==> src/rtl/axi_rd_arbiter.sv <==
// rtl/axi_rd_arbiter.sv - two-to-one no-ID read-only AXI arbiter, one burst outstanding
// AXI_RD_ARB_RR_EN selects round-robin tie breaking; fixed priority (port 0) otherwise.
module axi_rd_arbiter (
    input  logic        clock,
    input  logic        reset,
    input  logic [31:0] s0_araddr_i,
    input  logic [7:0]  s0_arlen_i,
    input  logic [2:0]  s0_arsize_i,
    input  logic [1:0]  s0_arburst_i,
    input  logic        s0_arvalid_i,
    output logic        s0_arready_o,
    output logic [63:0] s0_rdata_o,
    output logic [1:0]  s0_rresp_o,
    output logic        s0_rlast_o,
    output logic        s0_rvalid_o,
    input  logic        s0_rready_i,
    input  logic [31:0] s1_araddr_i,
    input  logic [7:0]  s1_arlen_i,
    input  logic [2:0]  s1_arsize_i,
    input  logic [1:0]  s1_arburst_i,
    input  logic        s1_arvalid_i,
    output logic        s1_arready_o,
    output logic [63:0] s1_rdata_o,
    output logic [1:0]  s1_rresp_o,
    output logic        s1_rlast_o,
    output logic        s1_rvalid_o,
    input  logic        s1_rready_i,
    output logic [31:0] m_araddr_o,
    output logic [7:0]  m_arlen_o,
    output logic [2:0]  m_arsize_o,
    output logic [1:0]  m_arburst_o,
    output logic        m_arvalid_o,
    input  logic        m_arready_i,
    input  logic [63:0] m_rdata_i,
    input  logic [1:0]  m_rresp_i,
    input  logic        m_rlast_i,
    input  logic        m_rvalid_i,
    output logic        m_rready_o,
    output logic        grant_o,
    output logic        busy_o
);

    typedef enum logic [1:0] {IDLE, ADDR, DATA} state_t;

    state_t state_q, state_d;
    logic   grant_q, grant_d;
    logic   last_q, last_d;
    logic   winner;

`ifdef AXI_RD_ARB_RR_EN
    // On a tie the port that did not win last time takes the bus.
    assign winner = (s0_arvalid_i && s1_arvalid_i) ? ~last_q : ~s0_arvalid_i;
`else
    assign winner = ~s0_arvalid_i;
`endif

    always_ff @(posedge clock) begin
        if (reset) begin
            state_q <= IDLE;
            grant_q <= 1'b0;
            last_q  <= 1'b1;
        end else begin
            state_q <= state_d;
            grant_q <= grant_d;
            last_q  <= last_d;
        end
    end

    always_comb begin
        state_d      = state_q;
        grant_d      = grant_q;
        last_d       = last_q;
        m_araddr_o   = '0;
        m_arlen_o    = '0;
        m_arsize_o   = '0;
        m_arburst_o  = '0;
        m_arvalid_o  = 1'b0;
        m_rready_o   = 1'b0;
        s0_arready_o = 1'b0;
        s1_arready_o = 1'b0;
        s0_rvalid_o  = 1'b0;
        s1_rvalid_o  = 1'b0;
        s0_rdata_o   = '0;
        s1_rdata_o   = '0;
        s0_rresp_o   = '0;
        s1_rresp_o   = '0;
        s0_rlast_o   = 1'b0;
        s1_rlast_o   = 1'b0;

        case (state_q)
            IDLE: begin
                if (s0_arvalid_i || s1_arvalid_i) begin
                    grant_d = winner;
                    state_d = ADDR;
                end
            end
            ADDR: begin
                m_araddr_o   = grant_q ? s1_araddr_i  : s0_araddr_i;
                m_arlen_o    = grant_q ? s1_arlen_i   : s0_arlen_i;
                m_arsize_o   = grant_q ? s1_arsize_i  : s0_arsize_i;
                m_arburst_o  = grant_q ? s1_arburst_i : s0_arburst_i;
                m_arvalid_o  = grant_q ? s1_arvalid_i : s0_arvalid_i;
                s0_arready_o = ~grant_q & m_arready_i;
                s1_arready_o = grant_q & m_arready_i;
                if (m_arvalid_o && m_arready_i) begin
                    state_d = DATA;
                end
            end
            DATA: begin
                // R payload is broadcast; only the valid/ready pair is steered.
                s0_rdata_o  = m_rdata_i;
                s1_rdata_o  = m_rdata_i;
                s0_rresp_o  = m_rresp_i;
                s1_rresp_o  = m_rresp_i;
                s0_rlast_o  = m_rlast_i;
                s1_rlast_o  = m_rlast_i;
                s0_rvalid_o = ~grant_q & m_rvalid_i;
                s1_rvalid_o = grant_q & m_rvalid_i;
                m_rready_o  = grant_q ? s1_rready_i : s0_rready_i;
                if (m_rvalid_i && m_rready_o && m_rlast_i) begin
                    last_d  = grant_q;
                    state_d = IDLE;
                end
            end
            default: state_d = IDLE;
        endcase
    end

    assign grant_o = grant_q;
    assign busy_o  = (state_q != IDLE);

endmodule

==> config.mk <==
export PLATFORM = sky130hd
export DESIGN_NAME = axi_rd_arbiter
export DESIGN_NICKNAME = d
export VERILOG_FILES = /design/src/rtl/axi_rd_arbiter.sv
export SDC_FILE = /design/constraint.sdc
export NUM_CORES = 1
export LEC_CHECK = 0
export BUFFER_PORTS_ARGS = -buffer_cell sky130_fd_sc_hd__clkbuf_2
export CELL_PAD_IN_SITES_DETAIL_PLACEMENT = 0
export CELL_PAD_IN_SITES_GLOBAL_PLACEMENT = 1
export CORE_AREA = 3 3 138 140
export DETAILED_ROUTE_END_ITERATION = 8
export DIE_AREA = 0 0 141 143
export PLACE_DENSITY = 0.64
export SYNTH_ARGS = -nofsm -noshare
export SYNTH_HDL_FRONTEND = slang
export SYNTH_SLANG_ARGS = --single-unit
==> constraint.sdc <==
create_clock -name clock -period 1.8 [get_ports clock]
set_input_delay 0.09 -clock clock [delete_from_list [all_inputs] [get_ports clock]]
set_output_delay 0.09 -clock clock [all_outputs]
set_load 0.02 [all_outputs]
# Word level (Yosys, flattened, before mapping)
# Cells that the tools add are included.
# classes
eq_ne	5
n_mux	23
n_bitwise	6
n_reduce_logical	8
# op_table
op	count
two-way mux 32 bit	2
two-way mux 64 bit	1
two-way mux 8 bit	2
two-way mux 2 bit	6
two-way mux 1 bit	9
two-way mux 3 bit	2
!= test 2 bit (second input constant)	3
one-hot mux 2 bit (3 select lines)	1
bitwise AND 1 bit	4
logical AND 1 bit	3
AND reduction 3 bit	1
== test 2 x 1 -> 1 bit (second input constant)	1
== test 2 bit (second input constant)	1
zero test 2 bit	1
NOT 1 bit	2
AND reduction 2 bit	1
nonzero test 2 bit	1
logical OR 1 bit	1
# word_totals
ff_bits	3
inputBits	165
out_inout_bits	187
wordCells	44

# Depth between registers and ports, before layout
# depth
word_depth	5
mapped_depth	5
depth_no_buf	3

# Worst setup path after synthesis
# Ideal clock, no wire load.
# synth_timing
path_kind	register to output
from	reg grant_q (netlist: grant_o)
to	out m_araddr_o[20]
arrival_time_ns	1.205
t_required_ns	1.710
slack_ns	0.505
path_stages_with_launch	5
path_buffers	2
cell_sequence	dfxtp_1 buf_4 buf_2 mux2i_1 nor2_1
# synth_between
elab_chain_cells	2
# synth_lines
item	line_no	rtl
start, declared	46	logic grant_q, grant_d;
start signal, assigned	64	grant_q <= grant_d;
two-way mux 32 bit	98	m_araddr_o = grant_q ? s1_araddr_i : s0_araddr_i;
two-way mux 32 bit	90	case (state_q)
end, declared	28	output logic [31:0] m_araddr_o,
# Every way passes these cells.

# Final worst setup path
# layout_timing
from	reg state_q[1]
to	out s0_rdata_o[10]
# layout_between
elab_chain_cells	2
# layout_lines
item	line_no	rtl
start, declared	45	state_t state_q, state_d;
start signal, assigned	63	state_q <= state_d;
== test 2 bit	90	
two-way mux 64 bit	90	
end, declared	12	output logic [63:0] s0_rdata_o,
# Every way passes these cells.

==> results by group <==
Run status
  – Status: complete, no violations

Synth
  – Yosys warns: 0
  – Main area contributors after synthesis: buf_4, mux2i_1, and2_1
  – Synth Register Bits: 3
  – Syn avg cell area: 6.90 sq um
  – Top-area cell type share of the netlist area: between 20% and 30%
  – Most frequent cell after synthesis: buf_4
  – Synth top cells by count: buf_4, and2_1, nor2_1
  – EDFF count, synth: 0
  – Post-Synthesis Cell Area: about 1900 sq um
  – Distinct cell type count after synthesis: 21
  – Async SR Flop Fraction: 0%
  – Cell type with the largest total area after synthesis: buf_4
  – Cells after synthesis: between 200 and 300
  – Sequential area share after synthesis: 3.22%
  – Top FF cell, synth: dfxtp_1
  – Syn Nets: 435

Worst hold path
  – Min-delay worst type: primary input to flip-flop

Global routing
  – Initial antenna violation count: 0
  – Vias in the first global route: 2535
  – All-Layer GR Usage: under 10%
  – Total gr overflow: 0
  – First-pass GRT wire length: around 15000 um
  – Largest net degree at the start of global routing: approximately 70

CTS
  – Skew-Pair Late Insertion Delay: ~0.23 ns
  – CTS tree: done
  – H-tree levels: 1
  – Number of setup buffers added after CTS: 0
  – CTS max path bufs: 2
  – Post-CTS sizing: 0
  – Cts bufs inserted: 3
  – # hold bufs at CTS: 0
  – Worst-path clk slew: 0.03 ns
  – Clock sink total: 3
  – Clock root buffer: clkbuf_16

Place
  – Detailed placement HPWL: 9650 um
  – GP Congestion: 0.803
  – DP Cell Count: ~770
  – Number of port buffers: 351

Power
  – Net Sw Frac: 43.8%
  – Reg power frac: between 6 and 7%
  – Clock group share of total power: roughly 28%
  – Pleak: 2.10 nW
  – Gate power share: 65.2%
  – Power Internal: 711 uW
  – NetSw: between 500 and 600 uW
  – Power Density: 369 nW/um^2
  – Worst vdd rail ir drop: 0.186 mV

Detailed routing
  – DRC viols: 0
  – Wire length per cell: 13.8 um
  – DR vias: 2695
  – DR pass1 iterations: 4
  – DRT iter0 DRCs: 18
  – Final ANT Viol Nets: 0
  – Final wirelength: 10600 um
  – Post-DR vias/cell: 3.49

STA
  – Clock skew: 0.000202 ns
  – Crit path time final: 1.60 ns
  – Final setup violation count: 0
  – Period utilization: 88.8%
  – RSZ-0062 raised after global routing: false
  – Max Freq: approximately 630 MHz
  – Hold Vio Cnt, Final: 0
  – Setup TNS: 0 ns
  – Worst slew pin tran: ~0.47 ns
  – Max transition margin: about two thirds
  – Slew Limit Fails: 0

Finish
  – Layout cell share with drive strength beyond 1: 66.9%
  – Fin util: 19.1%
  – Nets@finish: roughly 710
  – Seq. cell area: 61.3 sq um
  – Finished Layout Cells: between 700 and 800
  – Area of the multi-input gates: 1190 sq um
  – Antenna diode count: 0
  – Fill count: just over 2000
  – Layout area overhead: 84.1%

Floorplanning
  – Std cell rows: 49
  – I/O pin count: 352
  – Die width: 141 um
  – Core Footprint: 18000 sq um
  – Die Footprint: between 20000 and 25000 sq um
  – Initial core utilization: 10.4%
  – Chip height: around 140 um

Critical path
  – Startpoint Class: flip-flop
  – Arrival @ worst endpoint: between 1.5 and 2 ns
  – Critical Setup Path Class: flip-flop to primary output
  – CP required: 1.71 ns
  – Worst setup EP type: primary output
  – Reg2Reg Setup Slack: about 0.52 ns
  – Worst Path Max Fanout: 71

Job
  – Max-cap violations: 0
-- power groups by stage --
stage                     Clock (mW)  Combinational, mW  Sequential, mW
after detailed placement           0              0.843          0.0811
after CTS                      0.368              0.847          0.0802
after global routing           0.369              0.903          0.0815
after global placement             0              0.848          0.0810
final                          0.360              0.826          0.0802
after floorplan                    0              0.503          0.0798
-- per-layer routing --
layer / vias up / part of all wire, % / global-route usage (%)
li1: 1341 / - / -
met1: 1143 / 35 / 9.89
met2: 204 / 54 / 19.2
met3: 7 / 10 / 1.74
met4: 0 / 1.4 / 2.65
met5: - / 0 / 0
-- per-stage QoR --
step                total power, mW  hold slack (ns)  area [sq um]  setup slack [ns]
floorplan                     0.583            0.152          1860             0.505
global placement              0.929            0.315          3350             0.436
detailed placement            0.924            0.311          3350             0.435
global route                   1.35           0.0880          3430            0.0868
finish                         1.27           0.0769          3430             0.201
CTS                            1.29           0.0782          3430             0.187
-- state kept, by name, indices dropped and copies added, names as in the netlist --
| name | count |
|---|---|
| state_q | 2 |
| grant_o | 1 |
-- cells in the final DEF, fill, tap and decap left out, types with 2 or more instances in the layout --
cell type,netlist,routed
clkbuf_2,5,351
and2_1,67,67
nor2_1,49,49
mux2i_1,47,47
nand2_1,4,4
clkbuf_16,0,3
nor2b_1,2,2
and3_1,2,2
buf_12,0,2
buf_4,73,2
dfxtp_1,3,2
-- critical path: stages, from the launching register on --
cell and delay, ns:
dfxtp_1 0.38, nor2b_4 0.19, buf_12 0.22, and2_1 0.25
clkbuf_2 0.20
-- cells by family (layout without fill, tap and decap cells) --
| logic type | after synthesis | count (layout) | share of synthesized area [%] |
|---|---|---|---|
| flops | 3 | 3 | 3.22 |
| compound gates | 5 | 5 | 2.08 |
| buf+inv | 87 | 360 | 33.4 |
| simple gates | 128 | 128 | 36.0 |
| mux | 47 | 47 | 25.3 |
-- worst paths after layout --
kind                           start                      end  cells past startpoint
max          state_q[1]$_SDFFE_PP0P_           s0_rdata_o[10]                      4
min                            reset  state_q[1]$_SDFFE_PP0P_                      2
max reg2reg     grant_o$_SDFFE_PP0P_  state_q[0]$_SDFFE_PP0P_                      4
min reg2reg  state_q[1]$_SDFFE_PP0P_  state_q[0]$_SDFFE_PP0P_                      1
-- area by class of cell --
class,count,share of cell area (%)
clock buffer,4,2.30
inverter,1,0.109
multi-input combinational,180,34.6
sequential,3,1.79
tap,229,8.35
timing repair buffer,355,52.8
(Power assumes the default switching activity.)
